<file path="config.mk">
export PLATFORM = sky130hd
export DESIGN_NAME = quad_decoder_flat
export DESIGN_NICKNAME = d
export VERILOG_FILES = /design/src/rtl/quad_decoder_if.sv /design/src/rtl/quad_decoder.sv /design/src/flat_wrapper.sv
export SDC_FILE = /design/constraint.sdc
export NUM_CORES = 1
export LEC_CHECK = 0
export ABC_AREA = 1
export BUFFER_PORTS_ARGS = -buffer_cell sky130_fd_sc_hd__buf_2
export CORE_ASPECT_RATIO = 1.4
export CORE_UTILIZATION = 23
export DETAILED_ROUTE_END_ITERATION = 10
export MAX_ROUTING_LAYER = met4
export PLACE_DENSITY_LB_ADDON = 0.25
export SYNTH_ARGS = -nofsm -noshare
export SYNTH_HDL_FRONTEND = slang
export SYNTH_SLANG_ARGS = --single-unit
</file>
<file path="constraint.sdc">
create_clock -name clk -period 4.85 [get_ports clk]
set_input_delay 0.97 -clock clk [delete_from_list [all_inputs] [get_ports clk]]
set_output_delay 0.97 -clock clk [all_outputs]
set_load 0.005 [all_outputs]
</file>
<file path="src/rtl/quad_decoder_if.sv">
// Per-axis bundle between the encoder pins / register file and quad_decoder.
// master drives pins and register controls; slave is the decoder itself.
interface quad_decoder_if #(
   parameter int unsigned COUNT_BITS = 32
) ();

   logic                  quadA;
   logic                  quadB;
   logic                  quadZ;
   logic                  load;
   logic [COUNT_BITS-1:0] load_value;
   logic                  err_clear;
   logic [COUNT_BITS-1:0] position;
   logic                  dir;
   logic                  error;
   logic [COUNT_BITS-1:0] index_pos;
   logic                  index_valid;

   modport master (
      output quadA, quadB, quadZ, load, load_value, err_clear,
      input  position, dir, error, index_pos, index_valid
   );

   modport slave (
      input  quadA, quadB, quadZ, load, load_value, err_clear,
      output position, dir, error, index_pos, index_valid
   );

endinterface

</file>
<file path="src/rtl/quad_decoder.sv">
// Synchronised, glitch-filtered 4x quadrature decoder with signed loadable position counter.
// Define QUAD_INDEX_EN to build the Z index capture (and optional clear) path.
module quad_decoder #(
   parameter int unsigned COUNT_BITS  = 32,
   parameter int unsigned FILTER_LEN  = 3,
   parameter int unsigned INDEX_CLEAR = 0
) (
   input logic           clk,
   input logic           rst,
   quad_decoder_if.slave bus
);

`ifdef QUAD_INDEX_EN
   localparam int unsigned NumIn = 3;
`else
   localparam int unsigned NumIn = 2;
`endif
   localparam int unsigned FiltW = $clog2(FILTER_LEN + 1);
   localparam int unsigned WarmW = $clog2(FILTER_LEN + 3);

   typedef enum logic [0:0] {StWarmup, StRun} state_e;

   state_e               state_q;
   logic [WarmW-1:0]     warm_q;
   logic [NumIn-1:0]     pins;
   logic [NumIn-1:0]     sync1_q;
   logic [NumIn-1:0]     sync2_q;
   logic [NumIn-1:0]     filt_q;
   logic [NumIn-1:0]     prev_q;
   logic [FiltW-1:0]     cnt_q [NumIn];

   logic [COUNT_BITS-1:0] pos_q;
   logic [COUNT_BITS-1:0] pos_pre;
   logic [COUNT_BITS-1:0] pos_d;
   logic                  dir_q;
   logic                  err_q;
   logic                  run;
   logic [1:0]            phase_diff;
   logic                  step_up;
   logic                  step_dn;
   logic                  illegal;
   logic                  index_evt;

   // Gray phase index along the up sequence 00 -> 10 -> 11 -> 01 (bits are {A,B}).
   function automatic logic [1:0] phase(input logic [1:0] ab);
      logic [1:0] p;
      case (ab)
         2'b00:   p = 2'd0;
         2'b10:   p = 2'd1;
         2'b11:   p = 2'd2;
         default: p = 2'd3;
      endcase
      return p;
   endfunction

`ifdef QUAD_INDEX_EN
   assign pins = {bus.quadZ, bus.quadB, bus.quadA};
`else
   assign pins = {bus.quadB, bus.quadA};
`endif

   // Input path: 2-flop synchroniser, then a per-input persistence filter.
   always_ff @(posedge clk) begin
      if (rst) begin
         sync1_q <= '0;
         sync2_q <= '0;
         filt_q  <= '0;
         prev_q  <= '0;
         for (int i = 0; i < NumIn; i++) cnt_q[i] <= '0;
      end else begin
         sync1_q <= pins;
         sync2_q <= sync1_q;
         prev_q  <= filt_q;
         for (int i = 0; i < NumIn; i++) begin
            if (state_q == StWarmup) begin
               filt_q[i] <= sync2_q[i];
               cnt_q[i]  <= '0;
            end else if (sync2_q[i] == filt_q[i]) begin
               cnt_q[i] <= '0;
            end else if (cnt_q[i] == FiltW'(FILTER_LEN - 1)) begin
               filt_q[i] <= sync2_q[i];
               cnt_q[i]  <= '0;
            end else begin
               cnt_q[i] <= cnt_q[i] + FiltW'(1);
            end
         end
      end
   end

   assign run        = (state_q == StRun);
   assign phase_diff = phase({filt_q[0], filt_q[1]}) - phase({prev_q[0], prev_q[1]});
   assign step_up    = run && (phase_diff == 2'd1);
   assign step_dn    = run && (phase_diff == 2'd3);
   assign illegal    = run && (phase_diff == 2'd2);

`ifdef QUAD_INDEX_EN
   assign index_evt = run && filt_q[2] && !prev_q[2];
`else
   assign index_evt = 1'b0;
`endif

   always_comb begin
      pos_pre = pos_q;
      if (bus.load) begin
         pos_pre = bus.load_value;
      end else if (step_up) begin
         pos_pre = pos_q + COUNT_BITS'(1);
      end else if (step_dn) begin
         pos_pre = pos_q - COUNT_BITS'(1);
      end
      pos_d = pos_pre;
      // Index clear discards any step but never overrides a load.
      if (index_evt && (INDEX_CLEAR != 0) && !bus.load) pos_d = '0;
   end

   always_ff @(posedge clk) begin
      if (rst) begin
         state_q <= StWarmup;
         warm_q  <= '0;
         pos_q   <= '0;
         dir_q   <= 1'b0;
         err_q   <= 1'b0;
      end else begin
         unique case (state_q)
            StWarmup: begin
               if (warm_q == WarmW'(FILTER_LEN + 2)) state_q <= StRun;
               else warm_q <= warm_q + WarmW'(1);
            end
            StRun: state_q <= StRun;
            default: state_q <= StWarmup;
         endcase
         pos_q <= pos_d;
         if (step_up || step_dn) dir_q <= step_up;
         if (illegal) err_q <= 1'b1;
         else if (bus.err_clear) err_q <= 1'b0;
      end
   end

   assign bus.position = pos_q;
   assign bus.dir      = dir_q;
   assign bus.error    = err_q;

`ifdef QUAD_INDEX_EN
   logic [COUNT_BITS-1:0] idx_pos_q;
   logic                  idx_valid_q;

   always_ff @(posedge clk) begin
      if (rst) begin
         idx_pos_q   <= '0;
         idx_valid_q <= 1'b0;
      end else begin
         idx_valid_q <= index_evt;
         if (index_evt) idx_pos_q <= pos_pre;
      end
   end

   assign bus.index_pos   = idx_pos_q;
   assign bus.index_valid = idx_valid_q;
`else
   logic unused_index;
   assign unused_index    = bus.quadZ ^ (INDEX_CLEAR != 0) ^ index_evt;
   assign bus.index_pos   = '0;
   assign bus.index_valid = 1'b0;
`endif

endmodule

</file>
<file path="src/flat_wrapper.sv">
// flat-port wrapper written by rule: the top's interface ports become plain ports
module quad_decoder_flat 
#(
   parameter int unsigned COUNT_BITS  = 32,
   parameter int unsigned FILTER_LEN  = 3,
   parameter int unsigned INDEX_CLEAR = 0
)
  (clk, rst, bus_quadA, bus_quadB, bus_quadZ, bus_load, bus_load_value, bus_err_clear, bus_position, bus_dir, bus_error, bus_index_pos, bus_index_valid);
  quad_decoder_if #(.COUNT_BITS(COUNT_BITS)) bus_i ();
  input logic clk;
  input logic rst;
  input wire logic [$bits(bus_i.quadA)-1:0] bus_quadA;
  input wire logic [$bits(bus_i.quadB)-1:0] bus_quadB;
  input wire logic [$bits(bus_i.quadZ)-1:0] bus_quadZ;
  input wire logic [$bits(bus_i.load)-1:0] bus_load;
  input wire logic [$bits(bus_i.load_value)-1:0] bus_load_value;
  input wire logic [$bits(bus_i.err_clear)-1:0] bus_err_clear;
  output wire logic [$bits(bus_i.position)-1:0] bus_position;
  output wire logic [$bits(bus_i.dir)-1:0] bus_dir;
  output wire logic [$bits(bus_i.error)-1:0] bus_error;
  output wire logic [$bits(bus_i.index_pos)-1:0] bus_index_pos;
  output wire logic [$bits(bus_i.index_valid)-1:0] bus_index_valid;
  assign bus_i.quadA = bus_quadA;
  assign bus_i.quadB = bus_quadB;
  assign bus_i.quadZ = bus_quadZ;
  assign bus_i.load = bus_load;
  assign bus_i.load_value = bus_load_value;
  assign bus_i.err_clear = bus_err_clear;
  assign bus_position = bus_i.position;
  assign bus_dir = bus_i.dir;
  assign bus_error = bus_i.error;
  assign bus_index_pos = bus_i.index_pos;
  assign bus_index_valid = bus_i.index_valid;
  quad_decoder #(.COUNT_BITS(COUNT_BITS), .FILTER_LEN(FILTER_LEN), .INDEX_CLEAR(INDEX_CLEAR)) u_core (.clk(clk), .rst(rst), .bus(bus_i));
endmodule
</file>
==> run summary, run 1 <==
The logs give 62 for the floorplan row count and 0 for the aggregate global routing overflow. The slowest stage of the critical path is the sky130_fd_sc_hd__buf_4 cell. The cell seen most often among critical-path stages is sky130_fd_sc_hd__nand3_1. The tools report the half-perimeter wire length after detailed placement as 11.0 mm. The sequential area share after synthesis is 21.5%. Across all layers, the routed design uses 4,651 vias.

The run gives 5.85 mm as the met1 wire length. The synthesized design contains 50 register bits. The worst endpoint data arrival time is 3.58 ns, and the met2 layer wire length in the routed design is 7.32 mm. The worst ir drop on vdd came out at 0.127 mV. Between clock sinks in the finished design, the worst skew comes to 0.00610 ns.

The required time reported for the critical path endpoint was 5.00 ns. The run gives 2 as the CTS H-tree depth. The wire length of the first global-routing pass was 22.1 mm. The synthesis-to-finish area growth was 13.9%. The CTS buffer count is 5.

The run gives 0.30 ns as the latest clock arrival within the worst-skew pair. The tools report the sort of element at the start of the critical path as a flip-flop. For the maximum number of pins on one net before global-route repair, the log shows 45. The synthesized design spends more area on one cell type than any other, namely sky130_fd_sc_hd__nand2_1. The count of instances resized after the clock tree is built is 0, and the area of the mapped netlist is 0.00485 mm^2.

The number of port buffers is 71, and the count of max-cap constraint violations is 0. The design draws 1.37 mW. Measured against its own limit, the worst slew margin works out to 36.6%.

The category of the critical setup timing path was reg2reg. The initial utilization of the core area, before any placement, comes to 23.6%. Timing analysis after detailed placement gives a worst setup slack of 1.37 ns. Summed over all cells, the static leakage comes to 3.14 nW. Cells with a size suffix above 1 make up 13.1% of the layout. The clock transition at the registers of the reported paths was 0.08 ns; the hold violation count in the final report was 0. The tools report the number of hold-repair buffers added at the cts stage as 0. For the weighted congestion reported at the end of routability-driven placement, the log shows 0.917. Yosys attributes the largest share of cell area to sky130_fd_sc_hd__nand2_1 20%, sky130_fd_sc_hd__dfxtp_1 19%, sky130_fd_sc_hd__inv_1 12%, sky130_fd_sc_hd__ha_1 11%, sky130_fd_sc_hd__buf_4 5.3%. For the final standard cell utilization of the core, the log shows 26.8%. The critical-path maximum fanout was 36; the die outline area was 0.0217 mm^2. The tools report the via count of the first global-routing pass as 4,419.

Yosys mapped a number of flops with a built-in enable equal to 4. The number of slew-limit violations in the final report is 0, and the total non-filler cell area in the finished layout is 0.00552 mm^2. The logs give 0.407 ns for the final hold slack and 0.0206 mm^2 for the total core area. The run gives 0 as the count of inserted antenna diode cells. The die boundary width was 125 um; the power density of the placed cells was 248 mW/mm^2. Time the final worst path needs with I/O delays and setup: 3.43 ns.

The final instance count without filler cells was 1,123. The portion of synthesized cell area occupied by the leading cell type works out to 20.0%. In the finished design, the share of the clock period the worst path needs comes to 70.8%. The initial antenna violation count is 0.

The run gives 0 as the post-detailed-route count of antenna-violating nets. At the pin with the least slew margin, the transition time is 0.952 ns. Using the TritonRoute via totals, the vias-per-cell ratio works out to 4.14. The tools report the number of I/O pins as 106. Number of instances in the synthesized netlist: 799. The highest metal layer carrying signal wires in the routed design is met4. In this run the clock root is driven by a sky130_fd_sc_hd__clkbuf_16. Summed over all layers, the routed wires come to 13.7 mm.

After synthesis, the mean cell area works out to 6.06 um^2. Counting flops with an async set or reset pin after synthesis yields a share of 0%. The achievable frequency was 291 MHz.

The final worst setup slack is 1.42 ns, and the number of remaining DRC errors is 0. The post-placement cell count was 1,115. TritonCTS built the clock tree.

The longest clock path from root to sink contains 2 buffers. The first TritonRoute pass finished after 4 iterations. STA classifies the critical path endpoint as a flip-flop. Setup repair after global routing left no endpoint under its margin. On the worst path, the slowest cell contributes a delay of 0.41 ns. Detailed routing placed a total of 303 um of wire on met3. The tools report the total of endpoints with negative setup slack in the final report as 0. The total clock sinks came out at 50. Measured along the y axis, the die boundary spans 174 um.

The run finished with clean final reports. The setup TNS is 0 ns, and the number of buffers added for setup after CTS is 0. Across every metal layer, demand over resource in global routing totals 13.3%.

For this run, the leading register cell type out of synthesis is sky130_fd_sc_hd__dfxtp_1. After the last flow step, the layout net total stands at 948. In this run the worst hold path is classified as reg2reg.

The first-iteration detailed-routing DRC count is 202, and the number of distinct library cells after synthesis is 38. For this run, the number of Yosys warnings is 0. Once placement finished, the instance area stood at 0.00535 mm^2. After detailed routing, the average wire length per cell comes to 12.2 um. Traced cell by cell, the critical path runs through inv_1 > ha_1 > ha_1 > o21ai_0 > nand3_1 > nand3_1 > buf_4 > inv_1 > fa_1 > inv_1 > nand3_1 > nand3_1 > nand3_1 > nand3_2 > nand2_1 > nand2_1 > nand2_1 > nand3_1 > a21oi_1.
## layer usage
metal	vias to the layer above	track usage, %
met5	-	-
met4	0	4.37
met3	14	0.988
met2	92	25.5
met1	2004	14.1
li1	2541	-
## synth_stat cells (all sizes together), types with 2 or more instances
| library cell | count |
|---|---|
| a211oi | 2 |
| a21oi | 51 |
| a22o | 20 |
| a31oi | 9 |
| and2 | 2 |
| buf | 42 |
| clkbuf | 6 |
| conb | 2 |
| dfxtp | 46 |
| edfxtp | 4 |
| ha | 42 |
| inv | 162 |
| nand2 | 271 |
| nand3 | 45 |
| nand3b | 4 |
| nand4 | 2 |
| nor2 | 61 |
| o211ai | 2 |
| o21ai | 6 |
| o21bai | 2 |
| or2 | 4 |
| xor2 | 8 |
## layout make-up
| class | count | area, um^2 |
|---|---|---|
| multi-input combinational | 574 | 3010 |
| fill | 2340 | 15000 |
| clock inverter | 3 | 47.5 |
| clock buffer | 5 | 125 |
| tap | 256 | 320 |
| sequential | 50 | 1040 |
| timing repair buffer | 73 | 370 |
| inverter | 162 | 608 |
## registers in the layout (all words and copies together) (netlist names)
register	cells
u_core.prev_q	2
u_core.sync1_q	2
u_core.warm_q	3
u_core.run	1
u_core.sync2_q	2
u_core.bus.dir	1
u_core.cnt_q	4
u_core.bus.error	1
u_core.filt_q	2
u_core.bus.position	32
## cell families after synthesis
logic type                 after synthesis  synth area share (%)
buffers and inverters                  210                  19.3
and+or+nand+nor                        390                  33.9
adders and majority gates               43                  11.3
xor gates and xnor gates                 9                  1.63
DFF                                     50                  21.5
other                                    2                 0.155
AOI/OAI and AO/OA                       95                  12.3
## worst max-delay path, delay by kind of cell (launching register included)
kind	cells	cell delay, ns
and+or+nand+nor	10	1.08
DFF	1	0.38
adders and majority gates	3	0.91
AOI/OAI and AO/OA	2	0.18
buffers and inverters	4	0.71
## power by group
group          switching [mW]  internal (mW)
logic                   0.310          0.169
clock network           0.186          0.247
registers              0.0201          0.438
## path summary, 6_finish.rpt
check	start	to	slack, ns	cells past startpoint
setup / recovery	u_core.filt_q[0]	u_core.bus.position[20]	1.42	19
hold / removal	u_core.sync1_q[1]	u_core.sync2_q[1]	0.41	2
setup reg to reg	u_core.filt_q[0]	u_core.bus.position[20]	1.42	19
hold reg to reg	u_core.sync1_q[1]	u_core.sync2_q[1]	0.41	2
## placed cells by master (no fill, tap or decap), types with 3 or more instances in the layout
cell type	instances
sky130_fd_sc_hd__nand2_2	13
sky130_fd_sc_hd__clkbuf_16	5
sky130_fd_sc_hd__inv_1	161
sky130_fd_sc_hd__o21ai_0	5
sky130_fd_sc_hd__edfxtp_1	4
sky130_fd_sc_hd__nand2_1	258
sky130_fd_sc_hd__nand3_1	39
sky130_fd_sc_hd__conb_1	37
sky130_fd_sc_hd__a22o_1	20
sky130_fd_sc_hd__a31oi_1	9
sky130_fd_sc_hd__buf_2	71
sky130_fd_sc_hd__nand3b_1	4
sky130_fd_sc_hd__dfxtp_1	46
sky130_fd_sc_hd__or2_2	4
sky130_fd_sc_hd__xor2_1	8
sky130_fd_sc_hd__nor2_1	56
sky130_fd_sc_hd__a21oi_2	3
sky130_fd_sc_hd__a21oi_1	48
sky130_fd_sc_hd__nand3_2	6
sky130_fd_sc_hd__nor2_2	3
sky130_fd_sc_hd__ha_1	42
Power figures use the tool's default switching activity.
==> run 2, diff against run 1 <==
==> constraint.sdc (replaced) <==
create_clock -name clk -period 3.02 [get_ports clk]
set_input_delay 0.604 -clock clk [delete_from_list [all_inputs] [get_ports clk]]
set_output_delay 0.604 -clock clk [all_outputs]
set_load 0.005 [all_outputs]
==> run 2 against run 1 <==
Count of clock-buffer cells in the layout stayed put. Hold slack hardly changed. Cell count is 2.5% higher. Via count is 5.6% higher. Sequential cell count stayed put. Non-clock buffer count is 28 higher. Global-route usage is 0.15 points higher. Critical path type unchanged. Critical endpoint is now u_core.bus.position[27]. Largest power group unchanged.
==> run summary, run 2 (synthesis results as in run 1) <==
The run finished with clean final reports. The average vias per placed instance was 4.27 (+3.0%). The worst register-to-register path ends at u_core.bus.position[27]. The floorplan row count is 62 (unchanged), and the fraction of layout instances using a drive strength above 1 is 32.1% (+19 points). The number of buffers and inverters on the critical path is 4 (unchanged), and the aggregate global routing overflow is 0 (unchanged). The die boundary width was 125 um (unchanged); the critical-path maximum fanout was 6 (-83%).

The logs give 0 (unchanged) for the count of inserted antenna diode cells and 0.0217 mm^2 (unchanged) for the die outline area. In this run the most critical hold path is launched from u_core.sync1_q[1]. CTS H-tree depth: 2 (unchanged). The net switching power of the design was 962 uW (+87%).

Achievable frequency: 345 MHz (+18%). The flip-flop count of the largest register, all copies and words added is 32 (unchanged). The final standard cell utilization of the core came out at 32.3% (+5.5 points).

The combinational group share of total power was 42.3% (+7.4 points). The overall fraction of global-route tracks in use was 13.4% (+0.15 points). TritonCTS built the clock tree.

Number of port buffers: 71 (unchanged). The tools report the hold violation count in the final report as 0 (unchanged). The logs give 0 (unchanged) for the number of slew-limit violations in the final report and 31.3% (-2.2 points) for the part of the power in registers. The top cell types in the final layout, fill and taps aside, are 203 x sky130_fd_sc_hd__nand2_1, 156 x sky130_fd_sc_hd__inv_1, 71 x sky130_fd_sc_hd__buf_2. The CTS buffer count is 5 (unchanged), and the initial antenna violation count is 0 (unchanged). The worst ir drop on vdd came out at 0.220 mV (+74%). The time the final worst path needs with I/O delays and setup came out at 2.90 ns (-0.531 ns). The tools report the wire length of the first global-routing pass as 22.3 mm (+1.2%). For the count of max-cap constraint violations, the log shows 0 (unchanged). The transition time at the pin with the least slew margin works out to 0.570 ns (-0.382 ns).

The total clock sinks was 50 (unchanged). The tools report the worst endpoint data arrival time as 3.15 ns (-0.43 ns). The path depth of the worst reg2reg path is 19 (unchanged), and the post-detailed-route count of antenna-violating nets is 0 (unchanged).

The most common cell after layout, fill and taps aside is sky130_fd_sc_hd__nand2_1. STA classifies the critical path endpoint as a flip-flop. The number of instances on the worst hold path is 2 (unchanged), and the weighted congestion reported at the end of routability-driven placement is 0.919 (+0.17%). Total of endpoints with negative setup slack in the final report: 0 (unchanged). The tree is rooted in a sky130_fd_sc_hd__clkbuf_16. The maximum buffer depth of the clock tree was 2 (unchanged). The via count of the first global-routing pass is 4,418 (-0.023%), and the worst stage delay on the critical path is 0.33 ns (-0.08 ns). The portion of the clock cycle consumed by the worst path in the final layout works out to 96.1% (+25 points). The tools report the routed wire length as 15.3 mm (+11%). Worst min-delay path class: reg2reg.

For the effective utilization at floorplan, the log shows 23.6% (unchanged). Walking the worst path, the cells encountered are inv_1 > ha_1 > ha_2 > nor2_4 > nand3_4 > buf_12 > clkbuf_16 > ha_4 > nand2_4 > inv_1 > nand2_1 > nand2_2 > nand2_2 > nand2_2 > a21oi_2 > nand2_1 > nand2_1 > nand3_2 > a21oi_2. The run gives 11.5 mm (+4.0%) as the half-perimeter wire length after detailed placement. By startpoint and endpoint, the worst setup path is classified as reg2reg.

The tools report the worst setup skew after layout as 0.00943 ns (+0.00333 ns). For the total via count after detailed routing, the log shows 4,911 (+5.6%). Sink of the worst hold path: u_core.sync2_q[1].

The power density of the placed cells works out to 360 mW/mm^2 (+45%). The total non-filler cell area in the finished layout is 0.00664 mm^2 (+20%), and the final-stage net count is 976 (+3.0%). The category of cells accounting for the largest share of critical-path delay is adder cells. The tools report the design internal power as 1.43 mW (+67%). The largest individual stage delay along the critical path comes from the cell sky130_fd_sc_hd__dfxtp_2.

The logs give 0.12 ns (-1.30 ns) for the internal reg-to-reg setup slack and 4 (unchanged) for the detailed-router iteration count before antenna repair. The required time reported for the critical path endpoint was 3.26 ns (-1.74 ns); the number of I/O pins was 106 (unchanged). Number of remaining DRC errors: 0 (unchanged).

The clock network power share was 26.4% (-5.2 points); the latest clock arrival within the worst-skew pair was 0.31 ns (about the same). For the final hold slack, the log shows 0.406 ns (-0.000357 ns). The wire length per cell after detailed routing was 13.3 um (+8.7%); the clock transition at the registers of the reported paths was 0.08 ns (about the same). The tools report the sort of element at the start of the critical path as a flip-flop. The die outline height is 174 um (unchanged). The leakage power of the design is 3.41 nW (+8.4%), and the total core area is 0.0206 mm^2 (unchanged). First-iteration detailed-routing DRC count: 136 (-33%). The most critical setup path has its startpoint at u_core.filt_q[0]. Compared with the post-synthesis result, the final layout area differs by 37.0%.

The run gives 34 (-24%) as the maximum number of pins on one net before global-route repair. The switching portion of total power was 40.3% (+2.6 points). The run gives 0.00549 mm^2 (+2.6%) as the post-place instance area.

The max-slew headroom at the worst pin was 62.0% (+25 points). In this run the critical register-to-register path is launched from u_core.filt_q[0].
## run 2: timing repair
action	4_1_cts	5_1_grt
pin swaps	1	53
buffers inserted	0	9
cloned	0	3
hold buffers	0	0
gates resized for setup	15	178
endpoints found under the setup margin	13	25
## run 2: how the worst max path moves through the flow
stage / end / slack, ns / cells after the start
finish: u_core.bus.position[27] / 0.12 / 19
global route: u_core.bus.position[27] / -0.02 / 21
CTS: u_core.bus.position[15] / -0.02 / 17
detailed placement: u_core.bus.position[21] / -0.05 / 19
global placement: u_core.bus.position[24] / -0.02 / 16
floorplan: u_core.bus.position[9] / 0.09 / 15
## run 2: layout make-up
class,instances,area (um^2)
fill,2261,13900
inverter,162,608
timing repair buffer,101,663
clock inverter,3,28.8
tap,256,320
multi-input combinational,574,3850
clock buffer,5,125
sequential,50,1040
## run 2: per-layer routing
layer	up-vias	global-route usage, %	wire length [um]
met1	2199	14.4	6240
li1	2579	-	-
met2	108	25.6	8170
met3	25	1.33	557
met4	0	3.92	350
met5	-	-	0
## run 2: worst reg2reg max path, stage by stage, from the launching register on
cell and delay, ns:
sky130_fd_sc_hd__dfxtp_2 0.33, sky130_fd_sc_hd__inv_1 0.05, sky130_fd_sc_hd__ha_1 0.29, sky130_fd_sc_hd__ha_2 0.31, sky130_fd_sc_hd__nor2_4 0.15, sky130_fd_sc_hd__nand3_4 0.09, sky130_fd_sc_hd__buf_12 0.16, sky130_fd_sc_hd__clkbuf_16 0.18
sky130_fd_sc_hd__ha_4 0.29, sky130_fd_sc_hd__nand2_4 0.10, sky130_fd_sc_hd__inv_1 0.05, sky130_fd_sc_hd__nand2_1 0.06, sky130_fd_sc_hd__nand2_2 0.09, sky130_fd_sc_hd__nand2_2 0.07, sky130_fd_sc_hd__nand2_2 0.07, sky130_fd_sc_hd__a21oi_2 0.18
sky130_fd_sc_hd__nand2_1 0.07, sky130_fd_sc_hd__nand2_1 0.08, sky130_fd_sc_hd__nand3_2 0.08, sky130_fd_sc_hd__a21oi_2 0.16
## run 2: power groups by stage
stage	clock, mW	combinational [mW]	sequential (mW)
5_1_grt	0.682	1.14	0.755
3_3_place_gp	0	0.795	0.753
4_1_cts	0.649	0.822	0.739
3_5_place_dp	0	0.801	0.753
2_1_floorplan	0	0.600	0.746
6_report	0.630	1.01	0.748
## run 2: metrics by stage
stage / instances / worst slack, ns / power [mW] / setup TNS [ns]
finish: 1151 / 0.118 / 2.39 / 0
global route: 1151 / -0.0160 / 2.57 / -0.0215
CTS: 1139 / -0.0213 / 2.21 / -0.0671
detailed placement: 1131 / -0.0481 / 1.55 / -0.256
global placement: 1131 / -0.0203 / 1.55 / -0.0611
floorplan: 834 / 0.0915 / 1.35 / 0
